File: src/rtl/sram_ctrl.sv
// Synchronous front end for a board-level asynchronous SRAM: each accepted request is
// sequenced through SETUP, STROBE and HOLD phases with registered, glitch-free pin drive.
module sram_ctrl #(
   parameter int ADDR_W     = 8,
   parameter int DATA_W     = 16,
   parameter int SETUP_CYC  = 1,
   parameter int STROBE_CYC = 2,
   parameter int HOLD_CYC   = 1
) (
   input  logic              clk1,
   input  logic              reset,
   input  logic              req,
   input  logic              wr,
   input  logic [ADDR_W-1:0] adr,
   input  logic [DATA_W-1:0] wdata,
   output logic              ready,
   output logic [DATA_W-1:0] rdata,
   output logic              rvalid,
   output logic              sram_ce_n,
   output logic              sram_oe_n,
   output logic              sram_we_n,
   output logic [ADDR_W-1:0] sram_adr,
   output logic [DATA_W-1:0] sram_dout,
   output logic              sram_dout_oe,
   input  logic [DATA_W-1:0] sram_din,
   output logic [1:0]        dbg_state
);

   localparam int MAX_SU  = (SETUP_CYC > STROBE_CYC) ? SETUP_CYC : STROBE_CYC;
   localparam int MAX_CYC = (MAX_SU > HOLD_CYC) ? MAX_SU : HOLD_CYC;
   localparam int CNT_W   = (MAX_CYC > 1) ? $clog2(MAX_CYC) : 1;

   localparam logic [CNT_W-1:0] SETUP_LD  = CNT_W'(SETUP_CYC - 1);
   localparam logic [CNT_W-1:0] STROBE_LD = CNT_W'(STROBE_CYC - 1);
   localparam logic [CNT_W-1:0] HOLD_LD   = CNT_W'(HOLD_CYC - 1);

   typedef enum logic [1:0] {
      ST_IDLE   = 2'd0,
      ST_SETUP  = 2'd1,
      ST_STROBE = 2'd2,
      ST_HOLD   = 2'd3
   } state_t;

   state_t              state_q, state_d;
   logic [CNT_W-1:0]    cnt_q, cnt_d;
   logic                wr_q, wr_d;
   logic                ce_n_q, ce_n_d;
   logic                oe_n_q, oe_n_d;
   logic                we_n_q, we_n_d;
   logic [ADDR_W-1:0]   adr_q, adr_d;
   logic [DATA_W-1:0]   dout_q, dout_d;
   logic                dout_oe_q, dout_oe_d;
   logic [DATA_W-1:0]   rdata_q, rdata_d;
   logic                rvalid_q, rvalid_d;

   // Handshake: a request transfers on a rising edge where req=1 and ready=1 (IDLE only);
   // req while ready=0 is dropped, never queued. Pin values are computed for the next state.
   always_comb begin
      state_d   = state_q;
      cnt_d     = cnt_q;
      wr_d      = wr_q;
      ce_n_d    = ce_n_q;
      oe_n_d    = oe_n_q;
      we_n_d    = we_n_q;
      adr_d     = adr_q;
      dout_d    = dout_q;
      dout_oe_d = dout_oe_q;
      rdata_d   = rdata_q;
      rvalid_d  = 1'b0;
      case (state_q)
         ST_IDLE: begin
            if (req) begin
               state_d   = ST_SETUP;
               cnt_d     = SETUP_LD;
               wr_d      = wr;
               adr_d     = adr;
               dout_d    = wdata;
               ce_n_d    = 1'b0;
               dout_oe_d = wr;
            end
         end
         ST_SETUP: begin
            if (cnt_q == '0) begin
               state_d = ST_STROBE;
               cnt_d   = STROBE_LD;
               oe_n_d  = wr_q;
               we_n_d  = ~wr_q;
            end else begin
               cnt_d = cnt_q - CNT_W'(1);
            end
         end
         ST_STROBE: begin
            if (cnt_q == '0) begin
               state_d = ST_HOLD;
               cnt_d   = HOLD_LD;
               oe_n_d  = 1'b1;
               we_n_d  = 1'b1;
               // sram_din is sampled while oe_n is still low on this edge
               if (!wr_q) begin
                  rdata_d  = sram_din;
                  rvalid_d = 1'b1;
               end
            end else begin
               cnt_d = cnt_q - CNT_W'(1);
            end
         end
         ST_HOLD: begin
            if (cnt_q == '0) begin
               state_d   = ST_IDLE;
               ce_n_d    = 1'b1;
               dout_oe_d = 1'b0;
            end else begin
               cnt_d = cnt_q - CNT_W'(1);
            end
         end
         default: begin
            state_d   = ST_IDLE;
            cnt_d     = '0;
            ce_n_d    = 1'b1;
            oe_n_d    = 1'b1;
            we_n_d    = 1'b1;
            dout_oe_d = 1'b0;
         end
      endcase
   end

   always_ff @(posedge clk1 or posedge reset) begin
      if (reset) begin
         state_q   <= ST_IDLE;
         cnt_q     <= '0;
         wr_q      <= 1'b0;
         ce_n_q    <= 1'b1;
         oe_n_q    <= 1'b1;
         we_n_q    <= 1'b1;
         adr_q     <= '0;
         dout_q    <= '0;
         dout_oe_q <= 1'b0;
         rdata_q   <= '0;
         rvalid_q  <= 1'b0;
      end else begin
         state_q   <= state_d;
         cnt_q     <= cnt_d;
         wr_q      <= wr_d;
         ce_n_q    <= ce_n_d;
         oe_n_q    <= oe_n_d;
         we_n_q    <= we_n_d;
         adr_q     <= adr_d;
         dout_q    <= dout_d;
         dout_oe_q <= dout_oe_d;
         rdata_q   <= rdata_d;
         rvalid_q  <= rvalid_d;
      end
   end

   assign ready        = (state_q == ST_IDLE);
   assign rdata        = rdata_q;
   assign rvalid       = rvalid_q;
   assign sram_ce_n    = ce_n_q;
   assign sram_oe_n    = oe_n_q;
   assign sram_we_n    = we_n_q;
   assign sram_adr     = adr_q;
   assign sram_dout    = dout_q;
   assign sram_dout_oe = dout_oe_q;
   assign dbg_state    = state_q;

endmodule
File: config.mk
export PLATFORM = sky130hd
export DESIGN_NAME = sram_ctrl
export DESIGN_NICKNAME = d
export VERILOG_FILES = /design/src/rtl/sram_ctrl.sv
export SDC_FILE = /design/constraint.sdc
export NUM_CORES = 1
export LEC_CHECK = 0
export CAP_MARGIN = 20
export CORE_MARGIN = 5
export CORE_UTILIZATION = 44
export CTS_CLUSTER_SIZE = 25
export DETAILED_ROUTE_END_ITERATION = 6
export PLACE_DENSITY = 0.82
export SLEW_MARGIN = 20
export SYNTH_ARGS = -nofsm -noshare
export SYNTH_HDL_FRONTEND = slang
export SYNTH_SLANG_ARGS = --single-unit
File: constraint.sdc
create_clock -name clk1 -period 4 [get_ports clk1]
set_input_delay 0.8 -clock clk1 [delete_from_list [all_inputs] [get_ports clk1]]
set_output_delay 0.8 -clock clk1 [all_outputs]
set_load 0.01 [all_outputs]
== After elaboration in Yosys (flattened, before gate mapping) ==
Index checks and enable logic that the tools add are counted.
Word-level totals
  register bits after elaboration: 49
  word-level logic and storage cells: 51
Cells by class
  add/subtract/negate cells: 1
  eq/ne operators: 7
  mux-type cells: 21
  bitwise gates (word level): 2
  reduce and logical (&&, ||, !) cells: 9
Operator list (number)
  $mux W1: 11
  $reduce_and A3 Y1: 3
  $mux W2: 4
  $ne A2 B2 Y1 const B: 4
  $pmux W1 S2: 4
  $pmux W2 S4: 1
  $eq A2 B2 Y1 const B: 2
  $reduce_and A4 Y1: 1
  $reduce_bool A2 Y1: 2
  $pmux W1 S3: 1
  $eq A2 B1 Y1 const B: 1
  $logic_not A2 Y1: 1
  $not A1 Y1: 2
  $reduce_and A2 Y1: 1
  $reduce_or A2 Y1: 1
  $sub A1 B1 Y1 const B: 1

== Longest topological paths before layout ==
  depth after elaboration: 3
  depth in mapped cells: 6
  depth with buffers taken out: 5

== Worst setup path before layout ==
Ideal clock, no wire load.
  path kind: reg-to-reg
  from: reg state_q[0] (netlist: dbg_state[0])
  to: reg rdata_q[0] (netlist: rdata[0])
  library setup time: 125 ps
  data arrival time: 1632 ps
  required time: 3875 ps
  slack: 2243 ps
  cell stages (with the launch flop): 7
  buffers on the path: 1
  cells stage by stage: dfrtp_1 -> inv_1 -> ha_1 -> inv_2 -> nor3_4 -> buf_12 -> mux2_4
Between the ends
  longest elaborated chain between the ends: 2
RTL lines
  start: declaration: RTL line 44  | state_t state_q, state_d;
  start signal: assignment: RTL line 141  | state_q <= state_d;
  $eq A2 B2 Y1: RTL line 70  | case (state_q)
  $reduce_and A3 Y1 (no source line)
  end signal: assignment: RTL line 150  | rdata_q <= rdata_d;
  end: declaration: RTL line 53  | logic [DATA_W-1:0] rdata_q, rdata_d;
No other way between the ends.
A chain may end at the register's enable or synchronous reset.

== Worst setup path after layout ==
  from: reg state_q[0] (netlist: dbg_state[0])
  to: out ready
Between the ends
  longest elaborated chain between the ends: 1
RTL lines
  $logic_not A2 Y1: RTL line 155  | assign ready = (state_q == ST_IDLE);
  end: declaration: RTL line 16  | output logic ready,
No other way between the ends.

==> metrics.txt <==
Placement Cell Area=0.00296 sq mm; setup repair after global routing missed its margin=no; Hold Violations, Final=0; first-pass GRT wire length=7220 um; Clock Sinks=49; power per cell area=787 mW/mm^2; post-DR vias/cell=4.87; deepest clock path buffer count=2; max-slew headroom at the worst pin=0.315; final cycle utilization of the critical path=0.627; floorplan die area=0.00606 sq mm; family of cells with the greatest summed delay on the critical path=buffers and inverters; total global routing track utilization=0.151; data required time of the critical path=3200 ps; total congestion overflow after global routing=0; total power consumption of the routed design=2.40 mW; synthesized instance count=130; number of hold buffers added after CTS=0; Final Critical Period=2510 ps; Unique masters post-synth=24; root buf cell=clkbuf_8; number of buffers and inverters on the critical path=2; placeable core region=0.00441 sq mm; minimum hold slack=473 ps; final setup violation count=0; total vias in the final route=1344; Slew Limit Fails=0; pin count of the biggest net entering global routing=50; maximum resistive drop on vdd=440 uV; fill cell instance count of the final layout=319; setup skew after layout=6.56 ps; launching element type of the critical path=flip-flop; total routed wirelength=4320 um; share of the yosys chip area belonging to registers=0.607; final standard cell utilization of the core=0.690; proportion of layout cells with a drive suffix above 1=0.241; critical-path maximum fanout=6; starting density of the core=0.459; max incr delay on CP=580 ps; Worst-Skew Late Latency=290 ps; FP Rows=24; number of buffer cells added on primary ports=91; summed negative setup slack over all endpoints=0 ps; via count of the first global-routing pass=1422; TritonRoute pass-1 iters=4; clock buffers created by TritonCTS=5; # nets final=273; antenna violations before repair=0; cell area after layout=0.00305 sq mm; Maximum Capacitance Violations=0; growth of design area from synthesis to finish=50.5%; post-detailed-route count of antenna-violating nets=0; count of buffers added by post-CTS timing repair for setup=0; remaining design rule violation count=0; Setup Crit Path Kind=reg2out; leakage power=1.30 nW; RD Place Congestion=0.743; arrival time reported for the critical path endpoint=1710 ps; Reg clk slew, reported paths=80 ps; endpoint type of the worst setup path=output port; # resized after CTS=0; outcome=finished, final reports clean; number of warning messages in the yosys log=0; type of the most critical hold path=reg2reg; average footprint of a synthesized cell=15.6 sq um; number of top-level pins=92; clock tree from TritonCTS=built; cell area after technology mapping=0.00203 sq mm; dpl hpwl=3280 um; Initial DRC Count=44; Routed wire per std cell=15.7 um; H-Tree Depth=2; cell-by-cell listing of the critical path=inv_1, ha_1, clkdlybuf4s50_1; Achievable Freq=399 MHz; number of antenna repair diodes=0; syn_nets=179; Synth Register Bits=49; chip width=77.9 um; vertical die dimension=77.9 um; cell with the biggest individual delay on the critical path=clkdlybuf4s50_1; slew of the pin with the lowest slew margin=1030 ps
==> kinds of logic after synthesis <==
logic type	synth area share
flops	0.607
mux	0.265
simple gates	0.0364
buf+inv	0.0334
compound gates	0.0272
fa+ha+maj	0.0309
==> worst register-to-register path: stages, from the launching register on <==
cell and delay [ps]:
dfrtp_1 430, inv_1 130, ha_1 230, inv_2 80
nor3_4 780, mux2_2 430
==> where the power goes <==
part           switching, mW  internal (mW)  total (mW)
combinational          0.445          0.772        1.22
sequential             0.138          0.757       0.895
clock                  0.148          0.137       0.285
total                  0.731           1.67        2.40
==> stage by stage <==
stage,setup slack [ps],std cells
after floorplan,2030,130
after global placement,1370,269
after detailed placement,1340,269
after CTS,1470,276
after global routing,1380,276
final,1490,276
==> state kept, by name, indices dropped and copies added, names as in the netlist <==
register	count
cnt_q	1
rvalid	1
wr_q	1
sram_dout_oe	1
sram_ce_n	1
sram_oe_n	1
sram_adr	8
sram_we_n	1
rdata	16
dbg_state	2
sram_dout	16
==> layer usage <==
| layer | GRT usage | share of wire | up-vias |
|---|---|---|---|
| met5 | 0 | 0 | - |
| met4 | 0.0533 | 0.018 | 0 |
| met3 | 0.0451 | 0.061 | 7 |
| met2 | 0.255 | 0.51 | 46 |
| met1 | 0.183 | 0.41 | 654 |
| li1 | - | - | 637 |
==> final cells by class <==
type                    count  area (sq um)  area share
flip-flops and latches     49          1230       0.404
repair buffers             91           911       0.299
multi-input cells          70           728       0.239
clock buffers               7          86.3      0.0283
well taps                  52          65.1      0.0213
inverters                   7          27.5     0.00903
==> worst paths after layout <==
check	from	to	slack [ps]	cells past startpoint
max	dbg_state[0]	ready	1490	3
min	sram_oe_n	sram_oe_n	470	2
max reg2reg	dbg_state[0]	rdata[10]	1820	5
min reg2reg	sram_oe_n	sram_oe_n	470	2
max in group asynchronous	reset	wr_q	2560	2
min in group asynchronous	reset	sram_adr[0]	950	2
==> cell usage after synthesis <==
master | number | area (sq um)
inv_1 | 6 | 22.5
buf_12 | 1 | 20.0
a32o_1 | 1 | 10.0
dfstp_2 | 3 | 78.8
o31ai_1 | 1 | 7.51
o22ai_1 | 1 | 6.26
buf_6 | 1 | 11.3
nand2_1 | 4 | 15.0
buf_2 | 2 | 10.0
a22oi_1 | 1 | 7.51
a21oi_1 | 1 | 5.00
nor2b_1 | 1 | 6.26
nor2_1 | 1 | 3.75
mux2i_1 | 3 | 30.0
o21ai_0 | 2 | 10.0
inv_2 | 1 | 3.75
nand2b_1 | 4 | 25.0
ha_1 | 5 | 62.6
a32oi_1 | 1 | 8.76
dfrtp_1 | 46 | 1150
mux2_4 | 9 | 135
mux2_2 | 33 | 372
nand3b_1 | 1 | 7.51
nor3_4 | 1 | 16.3
==> placed cells by master, fill, tap and decap left out, drive strengths merged <==
cell type / instances
nor3: 1
o22ai: 1
ha: 5
o31ai: 1
inv: 6
o21ai: 2
clkdlybuf4s50: 91
a32oi: 1
dfrtp: 46
nand2: 4
clkinv: 1
clkbuf: 7
dfstp: 3
nor2: 1
a32o: 1
nand3b: 1
mux2i: 3
nand2b: 4
nor2b: 1
mux2: 42
a21oi: 1
a22oi: 1
Power figures use the tool's default switching activity.
